`src/rtl/regfile_mp.sv`:
```
// regfile_mp: multi-port register file with a busy scoreboard and a post-reset
// clear sequencer. After reset the sequencer zeroes one entry per cycle. Once
// every entry is zero the file enters RUN and accepts writes and reservations.
// Optional feature: define REGFILE_BYPASS_EN to forward write data to the
// read ports in the same cycle as the write.
module regfile_mp #(
  parameter int ADDR_WIDTH = 5,
  parameter int DATA_WIDTH = 32,
  parameter int NREAD      = 2,
  parameter int NWRITE     = 2,
  parameter int ZERO_REG   = 1
) (
  input  logic                         clk,
  input  logic                         rst,
  output logic                         ready,
  input  logic [NWRITE-1:0]            wen,
  input  logic [NWRITE*ADDR_WIDTH-1:0] waddr,
  input  logic [NWRITE*DATA_WIDTH-1:0] wdata,
  input  logic [NREAD*ADDR_WIDTH-1:0]  raddr,
  output logic [NREAD*DATA_WIDTH-1:0]  rdata,
  output logic [NREAD-1:0]             rbusy,
  input  logic                         rsv_en,
  input  logic [ADDR_WIDTH-1:0]        rsv_addr
);

  localparam int DEPTH = 1 << ADDR_WIDTH;
  localparam logic [ADDR_WIDTH-1:0] LAST_IDX = {ADDR_WIDTH{1'b1}};

  typedef enum logic [0:0] {
    ST_CLEAR = 1'b0,
    ST_RUN   = 1'b1
  } state_e;

  state_e                  state_q, state_d;
  logic [ADDR_WIDTH-1:0]   clr_ptr_q, clr_ptr_d;
  logic [DATA_WIDTH-1:0]   rf_q [DEPTH];
  logic [DATA_WIDTH-1:0]   rf_d [DEPTH];
  logic [DEPTH-1:0]        busy_q, busy_d;

  // Entry 0 is hard-wired to zero when ZERO_REG is set.
  function automatic logic is_zero_entry(input logic [ADDR_WIDTH-1:0] a);
    return (ZERO_REG != 0) && (a == {ADDR_WIDTH{1'b0}});
  endfunction

  // State register, clear pointer and scoreboard. A reset restarts the clear sequence.
  always_ff @(posedge clk) begin
    if (rst) begin
      state_q   <= ST_CLEAR;
      clr_ptr_q <= {ADDR_WIDTH{1'b0}};
      busy_q    <= {DEPTH{1'b0}};
    end else begin
      state_q   <= state_d;
      clr_ptr_q <= clr_ptr_d;
      busy_q    <= busy_d;
    end
  end

  // Storage flops. These have no reset because the clear sequence initialises them.
  always_ff @(posedge clk) begin
    if (!rst) begin
      for (int e = 0; e < DEPTH; e++) begin
        rf_q[e] <= rf_d[e];
      end
    end
  end

  // Next-state logic: CLEAR runs until the last entry has been zeroed.
  always_comb begin
    state_d = state_q;
    case (state_q)
      ST_CLEAR: begin
        if (clr_ptr_q == LAST_IDX) begin
          state_d = ST_RUN;
        end else begin
          state_d = ST_CLEAR;
        end
      end
      ST_RUN:  state_d = ST_RUN;
      default: state_d = ST_CLEAR;
    endcase
  end

  // Datapath next state: either clear one entry, or apply writes and then the reservation.
  always_comb begin
    clr_ptr_d = clr_ptr_q;
    busy_d    = busy_q;
    for (int e = 0; e < DEPTH; e++) begin
      rf_d[e] = rf_q[e];
    end
    if (state_q == ST_CLEAR) begin
      rf_d[clr_ptr_q] = {DATA_WIDTH{1'b0}};
      clr_ptr_d       = clr_ptr_q + {{(ADDR_WIDTH-1){1'b0}}, 1'b1};
    end else begin
      // Ascending port order lets the highest enabled port win on an address clash.
      for (int k = 0; k < NWRITE; k++) begin
        if (wen[k] && !is_zero_entry(waddr[k*ADDR_WIDTH +: ADDR_WIDTH])) begin
          rf_d[waddr[k*ADDR_WIDTH +: ADDR_WIDTH]]   = wdata[k*DATA_WIDTH +: DATA_WIDTH];
          busy_d[waddr[k*ADDR_WIDTH +: ADDR_WIDTH]] = 1'b0;
        end
      end
      // A reservation comes after the writes so that the new producer keeps the entry busy.
      if (rsv_en && !is_zero_entry(rsv_addr)) begin
        busy_d[rsv_addr] = 1'b1;
      end else begin
        busy_d = busy_d;
      end
    end
  end

  // Output logic: ready flag and the asynchronous read ports, with optional forwarding.
  always_comb begin
    ready = (state_q == ST_RUN);
    rdata = {(NREAD*DATA_WIDTH){1'b0}};
    rbusy = {NREAD{1'b0}};
    for (int i = 0; i < NREAD; i++) begin
      if (state_q != ST_RUN || is_zero_entry(raddr[i*ADDR_WIDTH +: ADDR_WIDTH])) begin
        rdata[i*DATA_WIDTH +: DATA_WIDTH] = {DATA_WIDTH{1'b0}};
        rbusy[i]                          = 1'b0;
      end else begin
        rdata[i*DATA_WIDTH +: DATA_WIDTH] = rf_q[raddr[i*ADDR_WIDTH +: ADDR_WIDTH]];
        rbusy[i]                          = busy_q[raddr[i*ADDR_WIDTH +: ADDR_WIDTH]];
`ifdef REGFILE_BYPASS_EN
        for (int k = 0; k < NWRITE; k++) begin
          if (wen[k] && (waddr[k*ADDR_WIDTH +: ADDR_WIDTH] == raddr[i*ADDR_WIDTH +: ADDR_WIDTH])) begin
            rdata[i*DATA_WIDTH +: DATA_WIDTH] = wdata[k*DATA_WIDTH +: DATA_WIDTH];
            rbusy[i] = rsv_en && (rsv_addr == raddr[i*ADDR_WIDTH +: ADDR_WIDTH]);
          end
        end
`endif
      end
    end
  end

endmodule

```
`config.mk`:
```
export PLATFORM = sky130hd
export DESIGN_NAME = regfile_mp
export DESIGN_NICKNAME = d
export VERILOG_FILES = /design/src/rtl/regfile_mp.sv
export SDC_FILE = /design/constraint.sdc
export NUM_CORES = 2
export LEC_CHECK = 0
export ABC_CLOCK_PERIOD_IN_PS = 30300
export CAP_MARGIN = 20
export CORE_ASPECT_RATIO = 2
export CORE_MARGIN = 4
export CORE_UTILIZATION = 25
export CTS_CLUSTER_SIZE = 8
export DETAILED_ROUTE_END_ITERATION = 10
export HOLD_SLACK_MARGIN = 0.05
export MAX_ROUTING_LAYER = met4
export PLACE_DENSITY = 0.46
export SYNTH_ARGS = -nofsm -noshare
export SYNTH_HDL_FRONTEND = slang
export SYNTH_SLANG_ARGS = --single-unit
export TNS_END_PERCENT = 100
```
`constraint.sdc`:
```
create_clock -name clk -period 30.3 [get_ports clk]
set_input_delay 3.03 -clock clk [delete_from_list [all_inputs] [get_ports clk]]
set_output_delay 3.03 -clock clk [all_outputs]
set_load 0.005 [all_outputs]
```
**Yosys cells after proc, flatten, opt, wreduce, memory -nomap -nowiden**

Memories as Yosys holds them, arrays and structs flattened.
Index checks and enable logic that the tools add are counted.

- Multiplexer cells: 34
- Add/sub/neg operators: 1
- Bitwise logic cells: 11
- Reductions and logical operators: 19
- Order comparisons: 14
- Eq/ne operators: 1

Operator list:

| operator | count |
|---|---|
| $mux 1024 | 4 |
| $bwmux 1024 | 2 |
| $and 1024x1024->1024 | 1 |
| $not 1024->1024 | 1 |
| $demux 32 s5 | 3 |
| $mux 32 | 10 |
| $and 32x32->32 | 2 |
| $not 32->32 | 2 |
| $or 32x32->32 | 1 |
| $lt 5x6->1 const B | 5 |
| $logic_not 5->1 | 5 |
| $ge 6x6->1 const B | 3 |
| $lt 6x1->1 const B | 3 |
| $not 5->6 | 3 |
| $demux 1 s5 | 3 |
| $ge 5x1->1 const B | 3 |
| $bmux 1 s5 | 2 |
| $logic_and 1x1->1 | 9 |
| $mux 1 | 9 |
| $add 5x1->5 const B | 1 |
| $eq 5x5->1 const B | 1 |
| $logic_not 1->1 | 3 |
| $logic_or 1x1->1 | 2 |
| $pmux 1 s2 | 1 |
| $not 1->1 | 1 |

- Word-level logic and storage cells: 84
- Memories: 1
- Output and inout bits: 67
- Memory bits (writable): 1,024
- Register bits after elaboration: 38

Memory list:

| memory | depth | width | rd ports | clocked after Yosys merged registers in | wr ports | line | RTL |
|---|---|---|---|---|---|---|---|
| rf_q | 32 | 32 | 34 | 0 | 32 | 36 | `logic [DATA_WIDTH-1:0] rf_q [DEPTH];` |

**Longest topological paths before layout**

- Depth after elaboration: 13
- Mapped depth: 8
- Mapped depth without buffers: 5

**Least setup slack after synthesis**

OpenSTA, ideal clock, no wires.

- Path type: input -> register
- Start point: input port rst
- End point: register busy_q[24]
- Required time: 30,137 ps
- Buffers on the path: 1
- Setup time: 163 ps
- Cell stages on the path: 3
- Path slack: 5,495 ps
- Data arrival time: 24,642 ps
- Cell sequence: clkbuf_1 > inv_1 > a32o_1

RTL lines:

| item | line | RTL |
|---|---|---|
| from (decl) | 14 | `input logic rst,` |
| to (signal assigned) | 50 | `busy_q <= {DEPTH{1'b0}};` |
| to (signal assigned) | 54 | `busy_q <= busy_d;` |
| to (decl) | 38 | `logic [DEPTH-1:0] busy_q, busy_d;` |

No word-level cell between the ends.

**Worst setup path after layout**

- Start point: input port raddr[1]
- End point: output port rdata[22]

- Word-level cells in the longest chain between the ends: 3
- Elaborated cells between the ends (all ways): 4

RTL lines:

| item | line | RTL |
|---|---|---|
| from (decl) | 19 | `input logic [NREAD*ADDR_WIDTH-1:0] raddr,` |
| branches (longest 2 deep; another with $mem_v2 32x32) | n/a |  |
| $mux 32 (*) | 116 | `if (state_q != ST_RUN \|\| is_zero_entry(raddr[i*ADDR_WIDTH +: ADDR_WIDTH])) begin` |
| to (decl) | 20 | `output logic [NREAD*DATA_WIDTH-1:0] rdata,` |

Mark *: on every way between the ends.

==> impl_metrics.ini <==
[status]
status = complete, no violations

[place]
gp_congestion = 0.9567
dpl.hpwl_um = 313700
dp.cells = 12550
io_buffer_count = 160

[sta]
hold_viol = 0
fin_tns_setup_ns = 0
fin_crit_sh = 0.3543
setup_viol = 0
worstMarginPinSlew_ns = 1.283
clock_skew_ns = 0.03820
whs_ns = 0.5067
max_slew_margin = 0.1446
timing.final.crit_period_ns = 10.74
final-max-slew-violation-count = 0
rsz0062_at_grt = false
clock.fmax_ghz = 0.09314

[logic_synthesis]
synthArstFlopShare = 0
syn_inst = 9016
synth_area_per_cell_um2 = 9.361
synth_edf_count = 1024
yosysUniqueCellTypes = 65
ys_seq_area_frac = 0.3733
synth.cell_area_um2 = 84400
yosysWarnings = 0
ys_ff_latch = 1062
synth_nets = 9115
synth_top_flop_cell = edfxtp_1

[clock_network]
postCtsSetupRepairBufs = 0
htree_levels = 4
cts_sinks = 1062
cts_max_path_buffers = 4
clkTransAtPathRegs_ns = 0.05
holdBufCountCts = 0
ctsRootBufferMaster = clkbuf_16
cts_made_buffers = 158
insertion_delay_ns = 0.89
cts_resized = 0
cts_tree = yes

[cells_and_area]
stdcell_count = 12780
fill_cells = 35110
layout_common_cells = edfxtp_1 (1024), nand3_1 (974), nor3_1 (902), o21ai_0 (876), a22o_1 (719)
syn2layout_area_growth_pct = 10.88
utilization = 0.2786
multi_input_area_um2 = 48100
ff_latch_area_um2 = 31510
drive_above_1_share = 0.1361
layout_commonest_cell = edfxtp_1
final_nets = 8414

[min_path]
hp-class = flip-flop to flip-flop
hp-start = busy_q[6]

[global_route]
grt_max_degree = 142
grt_overflow = 0
grt_pass1_wl_um = 733500
grt_pass1_vias = 87350
antenna_found_initial = 52
grtUsageTotal = 0.3019

[floorplan]
rows = 301
core-area_um2 = 335900
fp.dieW_um = 418.9
initial_core_util = 0.2512
io_pins = 161
dieArea_um2 = 347500
dieHeight_um = 829.7

[critical_path]
cp-start-kind = input port
critPathKind = input port to primary output
crit_buf_inv = 5
cp_max_fo = 93
critPathMaxStageDelay_ns = 0.74
crit_path_start = raddr[1]
cp-end-kind = primary output
crit_family = buffers and inverters
crit_top_cell = buf_4
crit_arrival_ns = 7.71
required_ns = 27.27
r2r_start = ready
path_cells = buf_8 -> buf_4 -> buf_12 -> nor2b_4 -> buf_4 -> a22oi_1 -> nand3_1 -> nand4_1 -> clkdlybuf4s50_1
cpMaxStageDelayCell = buf_4

[routing]
totalWireLength_um = 537900
via_per_inst = 7.197
drc = 0
dr_wl_met3_um = 61850
dr_wl_met2_um = 240600
via_count = 92000
ant_nets = 0
wl_per_cell_um = 42.08
top_layer = met4
first_pass_iters = 9
met1_length_um = 179000
initialDrtViolationCount = 16160

[power]
ir_worst_vdd_v = 0.00003914
powerDensity_nw_per_um2 = 45.97
p_total_uw = 4302
p_leak_uw = 0.02861

[job]
max-cap-violations = 0
registers in the layout, indices dropped and copies added, names as in the netlist:
| register | flops |
|---|---|
| busy_q | 32 |
| clr_ptr_q | 5 |
| ready | 1 |
| rf_q | 1024 |
synth_stat cells, types with 10 or more instances:
library cell	count	area (um^2)
a211oi_1	210	1577
a21o_1	135	1013
o21ai_0	876	4384
a31oi_1	730	4567
a22oi_1	205	1539
mux2i_1	414	4144
nor2b_1	80	500.5
a21bo_2	10	100.1
a21oi_1	220	1101
and3_1	37	231.5
dfxtp_1	38	760.7
a22o_1	719	6297
or3_1	33	206.5
o22ai_1	72	450.4
clkbuf_1	950	3566
a311oi_1	130	1139
buf_2	291	1456
o21ai_1	54	270.3
nand4_1	45	281.5
mux4_2	260	5856
buf_4	37	277.8
buf_6	10	112.6
nand2b_1	14	87.58
nor3_1	902	4514
mux2_2	202	2275
and2_1	48	300.3
nor2_1	29	108.9
buf_1	63	236.5
nand3_1	975	4880
nand2_1	95	356.6
edfxtp_1	1024	30750
per-layer routing:
metal,track usage,up-vias
met4,0.2573,0
met1,0.3315,45730
met2,0.4581,8787
met3,0.07391,2711
met5,-,-
li1,-,34770
final cells by class:
class,count,area share
diodes,48,0.001283
repair buffers,492,0.04476
clock buffers,182,0.04389
inverters,4,0.0002941
multi-input cells,6597,0.5140
clock inverters,4,0.0003209
flip-flops and latches,1062,0.3367
well taps,4393,0.05873
stage by stage:
stage / worst slack (ns) / instance area [um^2]
CTS: 19.71 / 93440
global placement: 19.78 / 89300
finish: 19.56 / 93590
floorplan: 5.495 / 84400
detailed placement: 19.72 / 89300
global route: 19.60 / 93560
power by group:
| group | internal, uW | switching [uW] | total [uW] |
|---|---|---|---|
| Combinational | 258 | 503 | 761 |
| Clock | 943 | 780 | 1720 |
| Sequential | 1720 | 99.0 | 1820 |
path summary, 6_finish.rpt:
| check | to | depth (start not counted) | slack (ns) |
|---|---|---|---|
| hold / removal | busy_q[6] | 2 | 0.51 |
| hold reg to reg | busy_q[6] | 2 | 0.51 |
| setup / recovery | rdata[22] | 9 | 19.56 |
| setup reg to reg | rf_q[26][31] | 6 | 24.97 |
worst register-to-register path, cell delays in order, from the launching register on:
cell and delay [ns]:
dfxtp_4 0.75, buf_4 0.57, buf_4 0.80, buf_4 0.93, buf_4 0.86, buf_4 0.96, a22o_1 0.31
kinds of logic after synthesis:
group,share of synthesized area
AO/OA/AOI/OAI,0.2699
AND/OR/NAND/NOR,0.1430
buffers and inverters,0.06726
flip-flops,0.3733
multiplexers,0.1454
adder cells (fa/ha/maj),0.0007412
XOR/XNOR,0.0003114
Power figures use the tool's default switching activity.
